$ cat src/rtl/deser8.sv
// deser8: collects a serial bit stream into 8-bit words on a valid/ready port, with OR-reduce flag.
// Optional even-parity framing (9th bit) is enabled by defining DESER8_PARITY_EN.
module deser8 #(
    parameter int unsigned LSB_FIRST = 1
) (
    input  logic       clk,
    input  logic       rst_n,
    input  logic       in_bit,
    input  logic       in_valid,
    output logic       in_ready,
    output logic [7:0] out_data,
    output logic       out_any,
    output logic       out_perr,
    output logic       out_valid,
    input  logic       out_ready
);

`ifdef DESER8_PARITY_EN
    localparam logic [3:0] LAST = 4'd8;
`else
    localparam logic [3:0] LAST = 4'd7;
`endif

    logic [7:0] sr;
    logic [3:0] cnt;
    logic       full;
    logic       held_perr;
    logic       perr_q;
    logic       accept;
    logic       slot_free;
    logic       frame_done;
    logic [7:0] word;
    logic       word_perr;

    assign in_ready   = !full;
    assign accept     = in_valid && in_ready;
    assign slot_free  = !out_valid || out_ready;
    assign frame_done = accept && (cnt == LAST);
    assign out_perr   = perr_q;

    // Word as it would look with the current bit merged in; the parity bit (cnt==8) is not stored.
    always_comb begin
        word = sr;
        if (cnt < 4'd8) begin
            if (LSB_FIRST != 0)
                word[cnt[2:0]] = in_bit;
            else
                word[3'd7 - cnt[2:0]] = in_bit;
        end
    end

`ifdef DESER8_PARITY_EN
    assign word_perr = ^{sr, in_bit};
`else
    assign word_perr = 1'b0;
`endif

    always_ff @(posedge clk or negedge rst_n) begin
        if (!rst_n) begin
            sr        <= '0;
            cnt       <= '0;
            full      <= 1'b0;
            held_perr <= 1'b0;
            out_data  <= '0;
            out_any   <= 1'b0;
            perr_q    <= 1'b0;
            out_valid <= 1'b0;
        end else if (full) begin
            // No input is accepted while full; wait for the consumer to take the current word.
            if (out_valid && out_ready) begin
                out_data  <= sr;
                out_any   <= |sr;
                perr_q    <= held_perr;
                out_valid <= 1'b1;
                full      <= 1'b0;
                cnt       <= '0;
                sr        <= '0;
            end
        end else if (frame_done) begin
            if (slot_free) begin
                out_data  <= word;
                out_any   <= |word;
                perr_q    <= word_perr;
                out_valid <= 1'b1;
                cnt       <= '0;
                sr        <= '0;
            end else begin
                sr        <= word;
                held_perr <= word_perr;
                full      <= 1'b1;
            end
        end else begin
            if (accept) begin
                sr  <= word;
                cnt <= cnt + 4'd1;
            end
            if (out_valid && out_ready)
                out_valid <= 1'b0;
        end
    end

endmodule

$ cat config.mk
export PLATFORM = sky130hd
export DESIGN_NAME = deser8
export DESIGN_NICKNAME = d
export VERILOG_FILES = /design/src/rtl/deser8.sv
export SDC_FILE = /design/constraint.sdc
export NUM_CORES = 1
export LEC_CHECK = 0
export BUFFER_PORTS_ARGS = -buffer_cell sky130_fd_sc_hd__buf_2
export CORE_ASPECT_RATIO = 0.75
export CORE_MARGIN = 2
export CORE_UTILIZATION = 55
export CTS_CLUSTER_SIZE = 16
export DETAILED_ROUTE_END_ITERATION = 10
export PLACE_DENSITY_LB_ADDON = 0.3
export SETUP_SLACK_MARGIN = 0.05
export SLEW_MARGIN = 20
export SYNTH_ARGS = -nofsm -noshare
export SYNTH_HDL_FRONTEND = slang
export SYNTH_SLANG_ARGS = --single-unit
$ cat constraint.sdc
create_clock -name clk -period 2.15 [get_ports clk]
set_input_delay 0.3225 -clock clk [delete_from_list [all_inputs] [get_ports clk]]
set_output_delay 0.3225 -clock clk [all_outputs]
set_load 0.03 [all_outputs]
==> key figures, run 1 <==
Synth
  – Syn Area/Cell: 9.49 sq um
  – Post-synthesis cell type count: 39
  – Post-synth EDFFs: 0
  – Ys Warns: 0
  – Gate Count Post-Synth: 140
  – Syn Nets: 146
  – Sequential-to-total area share from yosys stat: 43.3%
  – Synthesized flop and latch total: 23
  – Mapped cell area: 1330 sq um
  – Main flop type after synthesis: dfrtp_1
  – Asr flop ratio synth: 100%

Floorplan
  – Core footprint: 2290 sq um
  – Std cell rows: 15
  – Die Ht: 46.6 um
  – Die Width: 60.8 um
  – I/O pin cnt: 17
  – Initial core utilization: 58.0%
  – Die area: 2830 sq um

Layout
  – P&R area growth vs syn: 8.66%
  – Multi-input gate area: 678 sq um
  – Antenna Cells: 0
  – Fin util: 63.1%
  – Nets@finish: 159
  – Share of layout cells above drive strength 1: 23.7%
  – Final instance count without filler cells: 186
  – Storage element area: 578 sq um
  – Filler cells: 205

STA
  – Worst rel slew slack: 65.5%
  – RSZ-0062 raised after global routing: false
  – Period utilization: 89.5%
  – Final setup fails: 0
  – Slew @ Worst Pin: 517 ps
  – Worst Skew: 8.87 ps
  – Hold Violations, Final: 0
  – Fmax: 519 MHz
  – Max Slew Vio Count: 0
  – Post-Route Setup TNS: 0 ps
  – Fin crit period: 1930 ps

GRT
  – Number of global-route vias before repair: 973
  – Global-route wire length before repair: 4640 um
  – Initial antenna violation count: 0
  – Largest net degree at the start of global routing: 24
  – GRT Residual Overflow: 0
  – Gr usage total: 22.8%

Detailed routing
  – DRC: 0
  – First drt pass iteration count: 4
  – Via density: 5.92
  – Drt wl/cell: 15.2 um
  – Iteration-0 DRC Markers: 106
  – Antenna Violating Nets Remaining: 0
  – Vias: 1102
  – Total wire length: 2830 um

Placement
  – DP HPWL: 2010 um
  – Port Buffers: 15
  – Placer Congestion: 0.830
  – Cells after DPL: 181

Clock tree
  – Max Root-Sink Buffers: 2
  – CTS tree: done
  – Clock Tree Root: clkbuf_4
  – Clock latency on the worst-skew pair: 320 ps
  – CTS buffer count: 3
  – CTS Sinks: 23
  – # H-tree levels: 1
  – Clk slew on worst S/H paths: 130 ps
  – # Post-CTS Setup Buffers: 0

Setup path
  – Worst EP required: 2350 ps
  – CP arrival: 2130 ps
  – WS Path Type: reg -> reg
  – Largest fanout on the critical path: 16
  – R2R setup slack: 220 ps
  – Critical Path Sink Type: flip-flop
  – Critical Path Start Type: flip-flop

Min path
  – HP Class: in -> reg

Power
  – Max rail drop VDD: 0.000644 V
  – Leak Pwr: 0.595 nW
  – PwrDens: 1280 nW/um^2

Outcome
  – Status: finished clean

Job
  – Max-cap viol count: 0
[worst max-delay path, stage by stage, from the launching register on]
cell and delay [ps]:
dfrtp_1 560, or4b_2 700, nand2_1 120, nand4_1 130
nor3_2 200, o22ai_1 100
[metal layers]
metal,vias to the layer above,share of wire [%],GRT usage [%]
li1,528,-,-
met3,2,6.9,5.90
met1,536,44,32.4
met2,36,49,34.6
met5,-,0,0
met4,0,0.53,6.09
[layout by cell type, fill, tap and decap left out, types with 2 or more instances in the layout]
cell type  instances
nand2_1           23
dfrtp_1           21
o21ai_0           19
buf_2             15
mux2i_1            6
mux2_2             6
inv_1              5
nand3_1            5
a21oi_1            4
nor2_1             4
nor3_1             3
clkbuf_4           3
nand2b_4           2
nor3b_1            2
a32o_1             2
o31ai_1            2
nor4b_1            2
nor4_1             2
a31oi_1            2
dfrtp_2            2
buf_4              2
[synth_stat cells (2+ instances only)]
library cell,n,area share (%)
dfrtp_1,23,43
nand2_1,23,6.5
o21ai_0,19,7.2
mux2_2,6,5.1
mux2i_1,6,4.5
inv_1,5,1.4
nand3_1,5,1.9
a21oi_1,4,1.5
clkbuf_1,4,1.1
nor2_1,4,1.1
buf_2,3,1.1
nor3_1,3,1.1
a31oi_1,2,0.94
a32o_1,2,1.5
buf_4,2,1.1
nand2b_4,2,2.1
nor3b_1,2,1.1
nor4_1,2,0.94
nor4b_1,2,1.3
o31ai_1,2,1.1
[metrics by stage]
stage	instance area, sq um	hold slack [ps]	setup slack (ps)	total power [W]
6_report	1440	222	225	0.00185
3_3_place_gp	1410	319	239	0.00161
3_5_place_dp	1410	331	183	0.00165
2_1_floorplan	1330	26.9	432	0.00143
4_1_cts	1440	205	150	0.00186
5_1_grt	1440	205	70.3	0.00199
[sequential cells by signal (all words and copies together), names as in the netlist]
signal and count:
cnt 4, out_data 8, out_valid 1, full 1, out_any 1, sr 8
[what timing repair did]
action                                 CTS  global route
gates resized for setup                  0             2
hold buffers                             1             0
setup endpoints to repair                0            11
endpoints found under the hold margin   23             0
[logic make-up (layout without fill, tap and decap cells)]
family / count (synthesis) / in the layout / synth area share (%)
multiplexers: 12 / 12 / 9.60
adder cells (fa/ha/maj): 1 / 1 / 0.941
buffers and inverters: 15 / 27 / 5.65
AND/OR/NAND/NOR: 53 / 53 / 22.9
flip-flops: 23 / 23 / 43.3
AO/OA/AOI/OAI: 35 / 35 / 17.3
other: 1 / 1 / 0.282
[layout make-up]
cell class | instances | area share, %
clock buffer | 4 | 1.82
multi-input combinational | 102 | 47.0
tap | 34 | 2.95
sequential | 23 | 40.0
timing repair buffer | 18 | 6.93
inverter | 5 | 1.30
[power by group]
group	switching [W]	internal, W	leakage [nW]
clock	0.000132	0.0000726	0.0150
sequential	0.000198	0.000603	0.281
combinational	0.000511	0.000337	0.299
[worst paths after layout]
| path | startpoint | end | cells past startpoint |
|---|---|---|---|
| setup / recovery | cnt[3]$_DFFE_PN0P_ | out_any$_DFFE_PN0P_ | 5 |
| min in group asynchronous | rst_n | out_data[4]$_DFFE_PN0P_ | 2 |
| max in group asynchronous | rst_n | cnt[0]$_DFFE_PN0P_ | 2 |
| hold / removal | out_ready | full$_DFF_PN0_ | 2 |
| setup reg to reg | cnt[3]$_DFFE_PN0P_ | out_any$_DFFE_PN0P_ | 5 |
| hold reg to reg | out_data[1]$_DFFE_PN0P_ | out_data[1]$_DFFE_PN0P_ | 1 |
(Power assumes the default switching activity.)
==> run 2, diff against run 1 <==
Settings changed: CAP_MARGIN set to 40, CORE_UTILIZATION 55 to 45.
==> key figures, run 2 (synthesis gave the netlist of run 1 again) <==
Clock tree
  – Max Root-Sink Buffers: 2 (unchanged)
  – Clk slew on worst S/H paths: 80 ps (-50 ps)
  – CTS buffer count: 3 (unchanged)
  – Cts hold-fix bufs: 0 (-1)
  – CTS Sinks: 23 (unchanged)
  – # Post-CTS Setup Buffers: 0 (unchanged)
  – Clock latency on the worst-skew pair: 270 ps (-50 ps)
  – CTS tree: done
  – Clock Tree Root: clkbuf_8
  – Cts repair resizes: 0 (unchanged)
  – # H-tree levels: 1 (unchanged)

Layout
  – Nets@finish: 158 (-0.63%)
  – Share of layout cells above drive strength 1: 23.8% (+0.16 points)
  – Antenna Cells: 0 (unchanged)
  – Filler cells: 272 (+33%)
  – Most common cell after layout, fill and taps aside: nand2_1
  – P&R area growth vs syn: 9.70%
  – Most frequent cells in the layout: 23 x nand2_1, 21 x dfrtp_1, 19 x o21ai_0
  – Fin util: 50.8% (-12 points)
  – Top Registers: out_data: 8 flops, sr: 8 flops, cnt: 4 flops

GRT
  – Gr usage total: 17.2% (-5.6 points)
  – Global-route wire length before repair: 4430 um (-4.6%)
  – GRT Residual Overflow: 0 (unchanged)
  – Initial antenna violation count: 0 (unchanged)
  – Number of global-route vias before repair: 977 (+0.41%)
  – Largest net degree at the start of global routing: 24 (unchanged)

Floorplan
  – Initial core utilization: 46.3% (-12 points)
  – Die Ht: 51.1 um (+9.7%)
  – Std cell rows: 17 (+2)
  – Core footprint: 2870 sq um (+25%)
  – Die area: 3410 sq um (+20%)
  – Die Width: 66.7 um (+9.9%)
  – I/O pin cnt: 17 (unchanged)

Outcome
  – Status: finished clean

Power
  – Internal power: 0.00107 W (+5.7%)
  – PwrDens: 1300 nW/um^2 (+1.3%)
  – Sequential group share of total power: 42.2% (-1.0 points)
  – Comb pwr share: 43.7% (-2.1 points)
  – Leak Pwr: 0.599 nW (+0.60%)
  – Clock share of power: 14.2% (+3.2 points)
  – Switching portion of total power: 43.5% (-1.8 points)
  – Max rail drop VDD: 0.000698 V (+8.2%)
  – Net Switching: 0.000826 W (-1.8%)

Setup path
  – Critical R2R Launch: cnt[0]$_DFFE_PN0P_
  – Critical Path Slowest Stage Cell: dfrtp_2
  – Critical Path Start Type: flip-flop
  – Max incr delay on CP: 480 ps (-220 ps)
  – Cell family with most CP delay: flip-flops
  – WS Path Type: reg -> reg
  – Worst r2r path cells: 5 (unchanged)
  – Critical Path Source: cnt[0]$_DFFE_PN0P_
  – CP endpoint: out_data[0]$_DFFE_PN0P_
  – CP arrival: 2090 ps (-40 ps)
  – Largest fanout on the critical path: 14 (-2)
  – Worst EP required: 2300 ps (-50 ps)
  – Worst path cell trace: ha_1 -> nand2_1 -> or3_4 -> a21oi_4 -> mux2_2
  – Critical Path Sink Type: flip-flop
  – CP Depth: 5 (unchanged)
  – Buffers & Inverters on Critical Path: 0 (unchanged)
  – R2r endpoint: out_data[0]$_DFFE_PN0P_
  – R2R setup slack: 210 ps (-20 ps)

Placement
  – Placer Congestion: 0.811 (-2.3%)
  – Port Buffers: 15 (unchanged)
  – DP HPWL: 1900 um (-5.7%)

STA
  – Fin Hold WS: 20.9 ps (-201 ps)
  – Max Slew Vio Count: 0 (unchanged)
  – Worst rel slew slack: 65.1% (-0.44 points)
  – Post-Route Setup TNS: 0 ps (unchanged)
  – Fin crit period: 1940 ps (+15.5 ps)
  – Worst Skew: 5.26 ps (-3.61 ps)
  – RSZ-0062 raised after global routing: false
  – Hold Violations, Final: 0 (unchanged)
  – Period utilization: 90.3% (+0.72 points)
  – Final setup fails: 0 (unchanged)
  – Slew @ Worst Pin: 524 ps (+6.67 ps)
  – Fmax: 515 MHz (-0.80%)

Detailed routing
  – First drt pass iteration count: 4 (unchanged)
  – Antenna Violating Nets Remaining: 0 (unchanged)
  – Iteration-0 DRC Markers: 56 (-47%)
  – Via density: 5.72 (-3.5%)
  – Drt wl/cell: 14.2 um (-7.0%)
  – DRC: 0 (unchanged)
  – Total wire length: 2680 um (-5.5%)
  – Vias: 1081 (-1.9%)

Min path
  – HP Class: in -> async

Job
  – Max-cap viol count: 0 (unchanged)
-- run 2: changes by cell type in the layout (fill, tap and decap cells not counted) --
| cell | delta |
|---|---|
| clkbuf_8 | +3 |
| clkbuf_4 | -3 |
| dlygate4sd3_1 | -1 |
-- run 2: worst min-delay path by stage --
stage	end	depth (start not counted)
2_1_floorplan	cnt[0]$_DFFE_PN0P_	0
3_3_place_gp	cnt[2]$_DFFE_PN0P_	1
3_5_place_dp	cnt[3]$_DFFE_PN0P_	1
4_1_cts	sr[4]$_DFFE_PN0P_	1
5_1_grt	sr[4]$_DFFE_PN0P_	1
6_report	cnt[3]$_DFFE_PN0P_	1
-- run 2: through the flow --
stage | cells | instance area, sq um | total power, W | setup WS, ps
3_3_place_gp | 185 | 1410 | 0.00161 | 199
4_1_cts | 189 | 1460 | 0.00190 | 104
6_report | 189 | 1460 | 0.00190 | 209
3_5_place_dp | 185 | 1410 | 0.00163 | 125
2_1_floorplan | 140 | 1330 | 0.00143 | 432
5_1_grt | 189 | 1460 | 0.00204 | 92.9
-- run 2: power groups by stage --
stage / Clock, W / Combinational [W] / Sequential (W)
after floorplan: 0 / 0.000540 / 0.000893
after global placement: 0 / 0.000818 / 0.000788
after detailed placement: 0 / 0.000832 / 0.000800
after CTS: 0.000275 / 0.000834 / 0.000790
after global routing: 0.000297 / 0.000910 / 0.000829
final: 0.000269 / 0.000828 / 0.000800
-- run 2: metal layers --
metal,vias to the layer above,share of wire [%],track usage [%]
met5,-,0,0
met2,20,45,28.2
met1,537,50,22.9
li1,521,-,-
met3,3,4.6,4.85
met4,0,0.30,3.40
-- run 2: final cells by class --
class,instances,area (sq um),share of cell area [%]
Sequential cell,23,578,39.7
Multi-Input combinational cell,102,678,46.5
Inverter,5,18.8,1.29
Timing Repair Buffer,17,90.1,6.18
Tap cell,38,47.5,3.26
Clock buffer,4,45.0,3.09
==> run 3, diff against run 2 <==
Settings changed: RECOVER_POWER set to 50.
==> key figures, run 3 (synthesis gave the netlist of run 1 again) <==
Power
  – Max rail drop VDD: 0.000697 V (about the same)
  – Leak Pwr: 0.583 nW (-2.6%)
  – PwrDens: 1300 nW/um^2 (-0.12%)

Setup path
  – Worst EP required: 2300 ps (about the same)
  – Worst path cell trace: ha_1 -> nand2_1 -> or3_4 -> a21oi_4 -> mux2_2
  – Critical Path Start Type: flip-flop
  – Largest fanout on the critical path: 14 (unchanged)
  – Max incr delay on CP: 480 ps (about the same)
  – CP arrival: 2090 ps (about the same)
  – WS Path Type: reg -> reg
  – Critical Path Slowest Stage Cell: dfrtp_2
  – Critical Path Sink Type: flip-flop

STA
  – Max Slew Vio Count: 0 (unchanged)
  – Worst Skew: 5.26 ps (-0.0000300 ps)
  – Hold Violations, Final: 0 (unchanged)
  – Worst rel slew slack: 16.6% (-48 points)
  – Slew @ Worst Pin: 1250 ps (+727 ps)
  – Post-Route Setup TNS: 0 ps (unchanged)
  – Fmax: 515 MHz (about the same)
  – Final setup fails: 0 (unchanged)
  – Fin crit period: 1940 ps (+0.102 ps)
  – RSZ-0062 raised after global routing: false
  – Period utilization: 90.3% (about the same)

Detailed routing
  – Vias: 1083 (+0.19%)
  – Drt wl/cell: 14.2 um (about the same)
  – DRC: 0 (unchanged)
  – Iteration-0 DRC Markers: 56 (unchanged)
  – Via density: 5.73 (+0.19%)
  – Antenna Violating Nets Remaining: 0 (unchanged)
  – Total wire length: 2680 um (about the same)
  – First drt pass iteration count: 4 (unchanged)

Layout
  – Nets@finish: 158 (unchanged)
  – Antenna Cells: 0 (unchanged)
  – Final instance area: 1450 sq um (-0.52%)
  – Top Registers: out_data: 8 flops, sr: 8 flops, cnt: 4 flops
  – P&R area growth vs syn: 9.13%
  – Share of layout cells above drive strength 1: 19.9% (-4.0 points)
  – Most frequent cells in the layout: 23 x nand2_1, 21 x dfrtp_1, 19 x o21ai_0
  – Most common cell after layout, fill and taps aside: nand2_1

Floorplan
  – Std cell rows: 17 (unchanged)
  – Die Width: 66.7 um (unchanged)
  – Core footprint: 2870 sq um (unchanged)
  – Die area: 3410 sq um (unchanged)
  – Initial core utilization: 46.3% (unchanged)
  – I/O pin cnt: 17 (unchanged)
  – Die Ht: 51.1 um (unchanged)

Placement
  – DP HPWL: 1900 um (unchanged)
  – Placer Congestion: 0.811 (unchanged)
  – Dpl cell area: 1410 sq um (unchanged)
  – Port Buffers: 15 (unchanged)

Clock tree
  – CTS tree: done
  – Clk slew on worst S/H paths: 80 ps (about the same)
  – Max Root-Sink Buffers: 2 (unchanged)
  – # H-tree levels: 1 (unchanged)
  – Clock Tree Root: clkbuf_8
  – Cts repair resizes: 0 (unchanged)
  – # Post-CTS Setup Buffers: 0 (unchanged)
  – Cts hold-fix bufs: 0 (unchanged)
  – CTS buffer count: 3 (unchanged)
  – CTS Sinks: 23 (unchanged)
  – Clock latency on the worst-skew pair: 270 ps (about the same)

GRT
  – Number of global-route vias before repair: 977 (unchanged)
  – GRT Residual Overflow: 0 (unchanged)
  – Initial antenna violation count: 0 (unchanged)
  – Global-route wire length before repair: 4430 um (unchanged)
  – Largest net degree at the start of global routing: 24 (unchanged)
  – Gr usage total: 17.2% (unchanged)

Min path
  – HP Class: in -> reg

Outcome
  – Status: finished clean

Job
  – Max-cap viol count: 0 (unchanged)
## run 3: area by class of cell
type / instances / area (sq um)
Sequential cell: 23 / 578
Timing Repair Buffer: 17 / 82.6
Multi-Input combinational cell: 102 / 678
Tap cell: 38 / 47.5
Clock buffer: 4 / 45.0
Fill cell: 274 / 1420
Inverter: 5 / 18.8
## run 3: worst paths after layout
path / depth (start not counted) / slack (ps) / endpoint / from
max: 5 / 210 / out_data[0]$_DFFE_PN0P_ / cnt[0]$_DFFE_PN0P_
min: 2 / 270 / full$_DFF_PN0_ / out_ready
max reg2reg: 5 / 210 / out_data[0]$_DFFE_PN0P_ / cnt[0]$_DFFE_PN0P_
min reg2reg: 1 / 510 / out_data[1]$_DFFE_PN0P_ / out_data[1]$_DFFE_PN0P_
max in group asynchronous: 1 / 1030 / cnt[1]$_DFFE_PN0P_ / rst_n
min in group asynchronous: 1 / 300 / cnt[3]$_DFFE_PN0P_ / rst_n
## run 3: worst max-delay path: cells and delay by family (launching register included)
kind	cells	cell delay, ps
multiplexers	1	380
flip-flops	1	480
adder cells (fa/ha/maj)	1	200
AO/OA/AOI/OAI	1	290
AND/OR/NAND/NOR	2	460
## run 3: power breakdown
part | internal, W | switching (W)
combinational | 0.000320 | 0.000494
clock | 0.000132 | 0.000136
sequential | 0.000605 | 0.000197
total | 0.00106 | 0.000828
## run 3: through the flow
| stage | setup slack (ps) | util [%] | total power, W | std cells | hold WS, ps |
|---|---|---|---|---|---|
| 3_3_place_gp | 199 | 49.1 | 0.00161 | 185 | 324 |
| 5_1_grt | 92.9 | 50.5 | 0.00202 | 189 | 270 |
| 2_1_floorplan | 432 | - | 0.00143 | 140 | 26.9 |
| 4_1_cts | 104 | 50.7 | 0.00190 | 189 | 44.7 |
| 6_report | 209 | 50.5 | 0.00189 | 189 | 267 |
| 3_5_place_dp | 125 | 49.1 | 0.00163 | 185 | 334 |
## run 3: routing by layer
metal	wire length, um	GRT usage (%)
met1	1350	22.9
met2	1200	28.2
met3	123	4.85
met4	8	3.40
met5	0	0
